## src/rtl/cache_controller.sv

```systemverilog
// Cache controller: sits between the pipeline memory stage, a set-associative
// cache and a 64-bit-block SRAM.
// Loads that hit complete in the same cycle. Load misses fetch one 64-bit block
// and write it into the cache as two words. Stores are write-through and
// no-allocate: a store hit invalidates the cached copy, then the word goes to SRAM.
//
// Handshakes:
//   pipeline: MEM_R_EN / MEM_W_EN are held until ready=1. The access completes
//             in the cycle where ready=1. Request changes while ready=0 are
//             ignored because address and data are latched on leaving IDLE.
//   sram:     sram_read / sram_write are held until a one-cycle sram_ready pulse.
//             sram_ready is ignored in any state that is not waiting for it.
module cache_controller (
  input  logic        clk,
  input  logic        rst,
  input  logic [31:0] address,
  input  logic [31:0] wdata,
  input  logic        MEM_R_EN,
  input  logic        MEM_W_EN,
  output logic [31:0] rdata,
  output logic        ready,
  output logic [18:0] cache_address,
  output logic [31:0] cache_wdata,
  output logic        cache_w_en,
  output logic        invalidate,
  output logic        change_LRU,
  input  logic        hit_or_miss,
  input  logic [31:0] cache_rdata,
  output logic [31:0] sram_address,
  output logic [31:0] sram_wdata,
  output logic        sram_read,
  output logic        sram_write,
  input  logic [63:0] sram_rdata,
  input  logic        sram_ready,
  output logic [2:0]  state_dbg
);

  typedef enum logic [2:0] {
    IDLE       = 3'd0,
    READ_SRAM  = 3'd1,
    FILL_LO    = 3'd2,
    FILL_HI    = 3'd3,
    WRITE_SRAM = 3'd4
  } state_t;

  state_t      state;
  logic [31:0] addr_q;
  logic [31:0] wdata_q;
  logic [63:0] block_q;
  logic [31:0] cur_addr;
  logic [31:0] cur_wdata;

  assign state_dbg = state;

  // Live request in IDLE, latched request for the rest of a transaction.
  assign cur_addr   = (state == IDLE) ? address : addr_q;
  assign cur_wdata  = (state == IDLE) ? wdata   : wdata_q;
  assign sram_wdata = cur_wdata;

  // Transaction sequencing; latches the request when it leaves IDLE.
  always_ff @(posedge clk or negedge rst) begin
    if (!rst) begin
      state   <= IDLE;
      addr_q  <= 32'd0;
      wdata_q <= 32'd0;
      block_q <= 64'd0;
    end else begin
      case (state)
        IDLE: begin
          if (MEM_W_EN) begin
            state   <= WRITE_SRAM;
            addr_q  <= address;
            wdata_q <= wdata;
          end else if (MEM_R_EN && !hit_or_miss) begin
            state  <= READ_SRAM;
            addr_q <= address;
          end
        end
        READ_SRAM: begin
          if (sram_ready) begin
            block_q <= sram_rdata;
            state   <= FILL_LO;
          end
        end
        FILL_LO:    state <= FILL_HI;
        FILL_HI:    state <= IDLE;
        WRITE_SRAM: if (sram_ready) state <= IDLE;
        default:    state <= IDLE;
      endcase
    end
  end

  // Strobes, addresses and completion decoded from state and inputs.
  // Reset forces every strobe low without waiting for a clock.
  always_comb begin
    ready         = 1'b0;
    rdata         = cache_rdata;
    cache_address = cur_addr[18:0];
    cache_wdata   = block_q[31:0];
    cache_w_en    = 1'b0;
    invalidate    = 1'b0;
    change_LRU    = 1'b0;
    sram_read     = 1'b0;
    sram_write    = 1'b0;
    sram_address  = {cur_addr[31:3], 3'b000};
    case (state)
      IDLE: begin
        if (MEM_W_EN) begin
          invalidate   = hit_or_miss;
          sram_address = cur_addr;
        end else if (MEM_R_EN) begin
          ready = hit_or_miss;
        end else begin
          ready = 1'b1;
        end
      end
      READ_SRAM: sram_read = 1'b1;
      FILL_LO: begin
        cache_w_en    = 1'b1;
        cache_address = {addr_q[18:3], 1'b0, addr_q[1:0]};
      end
      FILL_HI: begin
        cache_w_en    = 1'b1;
        cache_wdata   = block_q[63:32];
        change_LRU    = 1'b1;
        ready         = 1'b1;
        rdata         = addr_q[2] ? block_q[63:32] : block_q[31:0];
        cache_address = {addr_q[18:3], 1'b1, addr_q[1:0]};
      end
      WRITE_SRAM: begin
        sram_write   = 1'b1;
        sram_address = cur_addr;
        ready        = sram_ready;
      end
      default: ready = 1'b0;
    endcase
    if (!rst) begin
      sram_read  = 1'b0;
      sram_write = 1'b0;
      cache_w_en = 1'b0;
      invalidate = 1'b0;
      change_LRU = 1'b0;
    end
  end

endmodule

```

## config.mk

```make
export PLATFORM = sky130hd
export DESIGN_NAME = cache_controller
export DESIGN_NICKNAME = d
export VERILOG_FILES = /design/src/rtl/cache_controller.sv
export SDC_FILE = /design/constraint.sdc
export NUM_CORES = 1
export LEC_CHECK = 0
export BUFFER_PORTS_ARGS = -buffer_cell sky130_fd_sc_hd__buf_2
export CAP_MARGIN = 20
export CORE_UTILIZATION = 40
export CTS_BUF_LIST = sky130_fd_sc_hd__clkbuf_4 sky130_fd_sc_hd__clkbuf_8
export DETAILED_ROUTE_END_ITERATION = 8
export HOLD_SLACK_MARGIN = 0.06
export PLACE_DENSITY = 0.74
export SYNTH_ARGS = -nofsm -noshare
export SYNTH_HDL_FRONTEND = slang
export SYNTH_SLANG_ARGS = --single-unit
```

## constraint.sdc

```tcl
create_clock -name clk -period 3.7 [get_ports clk]
set_clock_uncertainty 0.1 [all_clocks]
set_input_delay 0 -clock clk [delete_from_list [all_inputs] [get_ports clk]]
set_output_delay 0 -clock clk [all_outputs]
set_load 0.1 [all_outputs]
```

; ---- Word level (Yosys, flattened, before mapping)
; Cells that the tools add are included.
[totals]
ff_bits = 131
in_bits = 166
out_inout_bits = 156
word_cells = 49
[classes]
eq_ne = 7
mux = 29
n_reduce_logical = 9
[op_table]
columns = op, count
row1 = 32-bit two-way mux, 7
row2 = 19-bit one-hot mux with 2 select lines, 1
row3 = 3-bit two-way mux, 5
row4 = 1-bit two-way mux, 13
row5 = 3-bit one-hot mux with 4 select lines, 1
row6 = "3-bit by 2-bit == test with 1-bit output, second input constant", 2
row7 = 3-bit one-hot mux with 2 select lines, 1
row8 = 2-bit AND reduction, 3
row9 = "2-bit != test, second input constant", 2
row10 = "3-bit by 1-bit == test with 1-bit output, second input constant", 1
row11 = "3-bit == test, second input constant", 1
row12 = 3-bit logical NOT, 1
row13 = "3-bit by 2-bit != test with 1-bit output, second input constant", 1
row14 = 1-bit one-hot mux with 3 select lines, 1
row15 = 3-bit AND reduction, 1
row16 = 2-bit nonzero test, 1
row17 = 2-bit OR reduction, 1
row18 = 1-bit logical AND, 1
row19 = 1-bit logical NOT, 1

; ---- Logic depth before layout (Yosys ltp)
; Gate-level depths: netlist (run 1).
[depth]
depth_word = 5
ltp_mapped = 6
depth_no_buf = 3

; ---- Worst setup path after synthesis (run 1)
; OpenSTA, ideal clock, no wires.
[synth_timing]
path_type = register to output
startpoint = register state[1] (netlist: state_dbg[1])
endpoint = output port rdata[0]
arrival_ns = 3.843
required_time_ns = 3.600
slack_ns = -0.243
path_stages_with_launch = 5
path_buffers = 2
path_cell_list = dfrtp_1 -> clkbuf_1 -> nand3b_1 -> clkbuf_1 -> o21ai_0
[synth_via]
elab_chain_cells = 2
[synth_rtl]
columns = element, line_no
row1 = from (decl), 46  ; state_t state;
row2 = from (signal assigned), 63  ; state <= IDLE;
row3 = from (signal assigned), 71  ; state <= WRITE_SRAM;
row4 = from (signal assigned), 75  ; state <= READ_SRAM;
row5 = 3-bit by 2-bit == test with 1-bit output, 106  ; case (state)
row6 = 32-bit two-way mux, 106
row7 = to (decl), 20  ; output logic [31:0] rdata,
; No other way between the ends.

; ---- Worst setup path after layout (run 1)
[layout_timing]
startpoint = register state[1] (netlist: state_dbg[1])
endpoint = output port cache_wdata[14]
[layout_via]
elab_chain_cells = 2
[layout_rtl]
columns = element, line_no
row1 = 3-bit by 2-bit == test with 1-bit output, 106
row2 = 32-bit two-way mux, 106
row3 = to (decl), 23  ; output logic [31:0] cache_wdata,
; No other way between the ends.

==> impl_metrics.toml, run 1 <==
[run_status]
status = "completed"

[layout]
multi_input_area_mm2 = 0.00355
seq_area_mm2 = 0.00328
final_layout_size_suffix_gt1_share_pct = 57.9
fin_util_pct = 62.2
nFillCells = 1292
nNetsFinal = 1156
syn_to_final_growth_pct = 52.6

[routing]
first_pass_iters = 5
dr_total_vias = 6118
drc = 0
vias_per_cell = 4.98
wl_um = 20500
ant_nets = 0
wire_per_inst_um = 16.7
drt_iter0_markers = 125

[sta]
fin_crit_ns = 2.98
setup_viol = 0
hold_viol = 0
worst_slew_pin_slew_ns = 0.737
fin_crit_sh_pct = 80.5
slew_headroom_pct = 50.9
rsz0062_at_grt = "no"
report.final.slew_viol_count = 0
max_freq_mhz = 336

[clocking]
cts-buffers-inserted = 17
cts_buffer_depth = 2
cts-root-buf = "clkbuf_8"
cts_num_sinks = 131
clock_latency_ns = 0.44
clk_pin_slew_ns = 0.08
cts_tree = "built"
cts.htree.levels = 4

[worst_setup_path]
cp_data_required_time_ns = 3.60
crit_fanout = 49
arrival_ns = 2.88
crit_path_start_kind = "register"
end_kind = "output pin"
path_class = "register to output pin"

[floorplanning]
rows = 48
die-area_mm2 = 0.0180
die_w_um = 134
core_mm2 = 0.0172
initial_utilization_pct = 40.8
fp.dieH_um = 134
ios = 322

[synthesis]
ys.flop_type = "dfrtp_1"
syn_avg_cell_area_um2 = 12.8
syn_area_mm2 = 0.00700
synth_warnings = 0
ys_seq_area_share_pct = 46.8
synth_edf_count = 0
ys_async_sr_fraction_pct = 100
syn-num-nets = 712
synth_cells = 546
ys_types = 29
synth_seq_cells = 131

[worst_hold_path]
min_path_type = "primary input to async pin"

[global_route]
antenna_found_initial = 1
track_usage_pct = 22.9
grt_first_pass_wirelength_um = 31800
grt_pass1_vias = 6264
grt-ovfl-total = 0
grt_max_degree = 83

[placement]
port_buffers = 321
dp_hpwl_um = 13300
place.gp.congestion = 0.797

[job]
drv_cap = 0
-- synthesized netlist by cell type, drive strengths merged, types with 2 or more instances --
cell type	count	share of area, %
mux2	239	38
dfrtp	131	47
nand2	38	2.0
o21ai	37	2.6
mux2i	32	4.6
buf	29	2.2
clkbuf	11	0.59
nor3	6	0.66
and2	3	0.27
nor2	3	0.16
a21oi	2	0.14
a22oi	2	0.21
and3	2	0.18
nor2b	2	0.18
-- flip-flops by register name, indices dropped and copies added, names as in the netlist --
name       cells
block_q       64
state_dbg      3
wdata_q       32
addr_q        32
-- worst max-delay path, stage by stage, from the launching register on --
cell and delay, ns:
dfrtp_1 0.71, nand3b_1 0.64, buf_12 0.41, mux2_2 0.25, buf_2 0.42
-- layer usage --
layer  part of all wire, %  vias to the layer above  global-route usage [%]
met1                    39                     2950                    25.3
met4                   2.7                        0                    9.18
met3                   7.3                       39                    7.26
met5                     0                        -                       0
li1                      -                     2869                       -
met2                    51                      260                    40.6
-- metrics by stage --
step | setup TNS (ns) | cell area, um^2 | setup slack, ns | instances | hold slack (ns)
6_report | 0 | 10700 | 0.721 | 1229 | 0.0834
5_1_grt | 0 | 10700 | 0.494 | 1229 | 0.0844
4_1_cts | 0 | 10700 | 0.615 | 1228 | 0.0652
3_5_place_dp | 0 | 8870 | 1.14 | 1063 | -0.0782
3_3_place_gp | 0 | 8870 | 1.20 | 1063 | -0.0804
2_1_floorplan | -0.973 | 7010 | -0.243 | 546 | -0.396
-- path summary, 6_finish.rpt --
path / startpoint / end / slack, ns / cells after the start
max: state_dbg[1] / cache_wdata[14] / 0.72 / 4
min: rst / block_q[19] / 0.08 / 3
max reg2reg: state_dbg[2] / wdata_q[28] / 1.17 / 5
min reg2reg: wdata_q[19] / wdata_q[19] / 0.39 / 1
max in group asynchronous: rst / block_q[18] / 2.93 / 3
min in group clk: sram_rdata[48] / block_q[48] / 0.21 / 3
-- layout make-up --
class	count	area share [%]
multi-input cells	375	33.2
flip-flops and latches	131	30.7
repair buffers	465	29.1
well taps	225	2.63
clock buffers	19	2.45
clock inverters	13	1.86
diodes	1	0.0234
-- placed cells by master (no fill, tap or decap), drive strengths merged, types with 3 or more instances in the layout --
cell / n
buf: 333
mux2: 239
dlygate4sd3: 132
dfrtp: 131
nand2: 38
o21ai: 37
mux2i: 32
clkbuf: 19
nor3: 6
bufinv: 4
clkinv: 4
nor2: 3
and2: 3
inv: 3
-- repair_timing --
action | in CTS | in global routing
hold buffers | 133 | 0
buffers inserted | 0 | 0
hold endpoints to repair | 262 | 0
gates resized for setup | 0 | 0
-- cell families (layout without fill, tap and decap cells) --
kind of cell / after synthesis / count (layout) / synth area share (%)
other: 0 / 1 / 0
buffers and inverters: 40 / 497 / 2.75
and+or+nand+nor: 60 / 60 / 4.13
muxes: 271 / 271 / 43.0
DFF: 131 / 131 / 46.8
AOI/OAI and AO/OA: 44 / 44 / 3.31
Power of run 1 is left out: the tool's default activity adds up to more than one toggle a clock period on the data nets, which glitch-free logic cannot reach.
==> inputs of run 2 (changes only) <==
==> constraint.sdc (replaced) <==
create_clock -name clk -period 2.95 [get_ports clk]
set_clock_uncertainty 0.1 [all_clocks]
set_input_delay 0 -clock clk [delete_from_list [all_inputs] [get_ports clk]]
set_output_delay 0 -clock clk [all_outputs]
set_load 0.1 [all_outputs]
==> impl_metrics.toml, run 2 (synthesis gave the netlist of run 1 again) <==
[worst_setup_path]
end_kind = "output pin"
arrival_ns = 2.57
cp_data_required_time_ns = 2.85
critPathSlowestCell = "dfrtp_1"
crit_fanout = 96
crit_path_start_kind = "register"
r2r_setup_slack_ns = 0.71
path_class = "register to output pin"
crit_chain = "nand3b_1 -> buf_12 -> mux2_2 -> buf_12"
crit_path_frequent_cell = "buf_12"
critPathTopFamily = "flip-flops"
critPathMaxStageDelay_ns = 0.76
critPathBufInv = 2

[global_route]
grt_first_pass_wirelength_um = 32600
grt_pass1_vias = 6481
grt_max_degree = 97
grt-ovfl-total = 0
antenna_found_initial = 0
track_usage_pct = 23.1

[routing]
drc = 0
wl_um = 20700
first_pass_iters = 4
vias_per_cell = 4.96
dr_total_vias = 6087
ant_nets = 0
wire_per_inst_um = 16.8
drt_iter0_markers = 193

[floorplanning]
fp.dieH_um = 134
ios = 322
core_mm2 = 0.0172
die-area_mm2 = 0.0180
die_w_um = 134
rows = 48
initial_utilization_pct = 40.8

[sta]
fin_crit_ns = 2.67
worst_slew_pin_slew_ns = 1.08
fin_crit_sh_pct = 90.4
report.final.slew_viol_count = 0
rsz0062_at_grt = "no"
slew_headroom_pct = 27.8
hold_viol = 0
setup_viol = 0
finalSetupTns_ns = 0
max_freq_mhz = 375

[placement]
dp_hpwl_um = 13400
place.gp.congestion = 0.804
port_buffers = 321

[layout]
final_cell_mix = "buf_2, mux2_2, dlygate4sd3_1"
largest-register = "block_q"
final_layout_size_suffix_gt1_share_pct = 61.2
reg_top3 = "block_q x64, addr_q x32, wdata_q x32"
final_common_cell = "buf_2"
syn_to_final_growth_pct = 65.4
n_antenna_cell = 0
largest_reg_flops = 64
nNetsFinal = 1157

[run_status]
status = "completed"

[clocking]
cts-buffers-inserted = 17
cts_tree = "built"
cts.repair.resized = 0
cts_num_sinks = 131
postCtsSetupBuffers = 0
cts-root-buf = "clkbuf_8"
cts_buffer_depth = 2
clk_pin_slew_ns = 0.07
clock_latency_ns = 0.42
cts.htree.levels = 4

[worst_hold_path]
min_path_type = "primary input to async pin"

[job]
drv_cap = 0
## run 2: layer usage
| metal | up-vias | track usage [%] | part of all wire, % |
|---|---|---|---|
| li1 | 2865 | - | - |
| met1 | 2937 | 26.3 | 39 |
| met2 | 246 | 40.8 | 51 |
| met3 | 39 | 6.12 | 7.1 |
| met4 | 0 | 9.49 | 2.6 |
| met5 | - | 0 | 0 |
## run 2: path summary, 6_finish.rpt
kind | from | to | cells past startpoint
worst max-delay path | state_dbg[2] | cache_wdata[8] | 4
worst min-delay path | rst | block_q[26] | 3
worst max register to register | state_dbg[0] | block_q[40] | 4
worst min register to register | wdata_q[12] | wdata_q[12] | 1
max in group asynchronous | rst | wdata_q[10] | 3
min in group clk | wdata[1] | wdata_q[1] | 3
## run 2: what timing repair did
item	4_1_cts	5_1_grt
setup endpoints to repair	0	0
hold endpoints to repair	262	0
hold buffers	134	0
## run 2: cell type report
cell class / count / area (um^2)
Clock buffer: 21 / 277
Clock inverter: 10 / 109
Fill cell: 1183 / 5590
Multi-Input combinational cell: 375 / 3680
Sequential cell: 131 / 3280
Tap cell: 225 / 282
Timing Repair Buffer: 466 / 3960
## run 2: worst register-to-register path, cell delays in order (launching register included)
cell and delay (ns):
dfrtp_1 0.65, nand2_1 0.19, nor3_4 0.57, buf_12 0.25, mux2_2 0.36
## run 2: through the flow
| step | cells | hold slack (ns) | cell area (um^2) | setup WS, ns | util (%) |
|---|---|---|---|---|---|
| floorplan | 546 | -0.396 | 7140 | -0.287 | - |
| global placement | 1063 | -0.121 | 9840 | 0.717 | 57.3 |
| detailed placement | 1063 | -0.127 | 9840 | 0.664 | 57.3 |
| CTS | 1228 | 0.0860 | 11600 | 0.212 | 67.4 |
| global route | 1228 | 0.0997 | 11600 | 0.0612 | 67.4 |
| finish | 1228 | 0.106 | 11600 | 0.282 | 67.4 |
Power of run 2 is left out for the same reason.
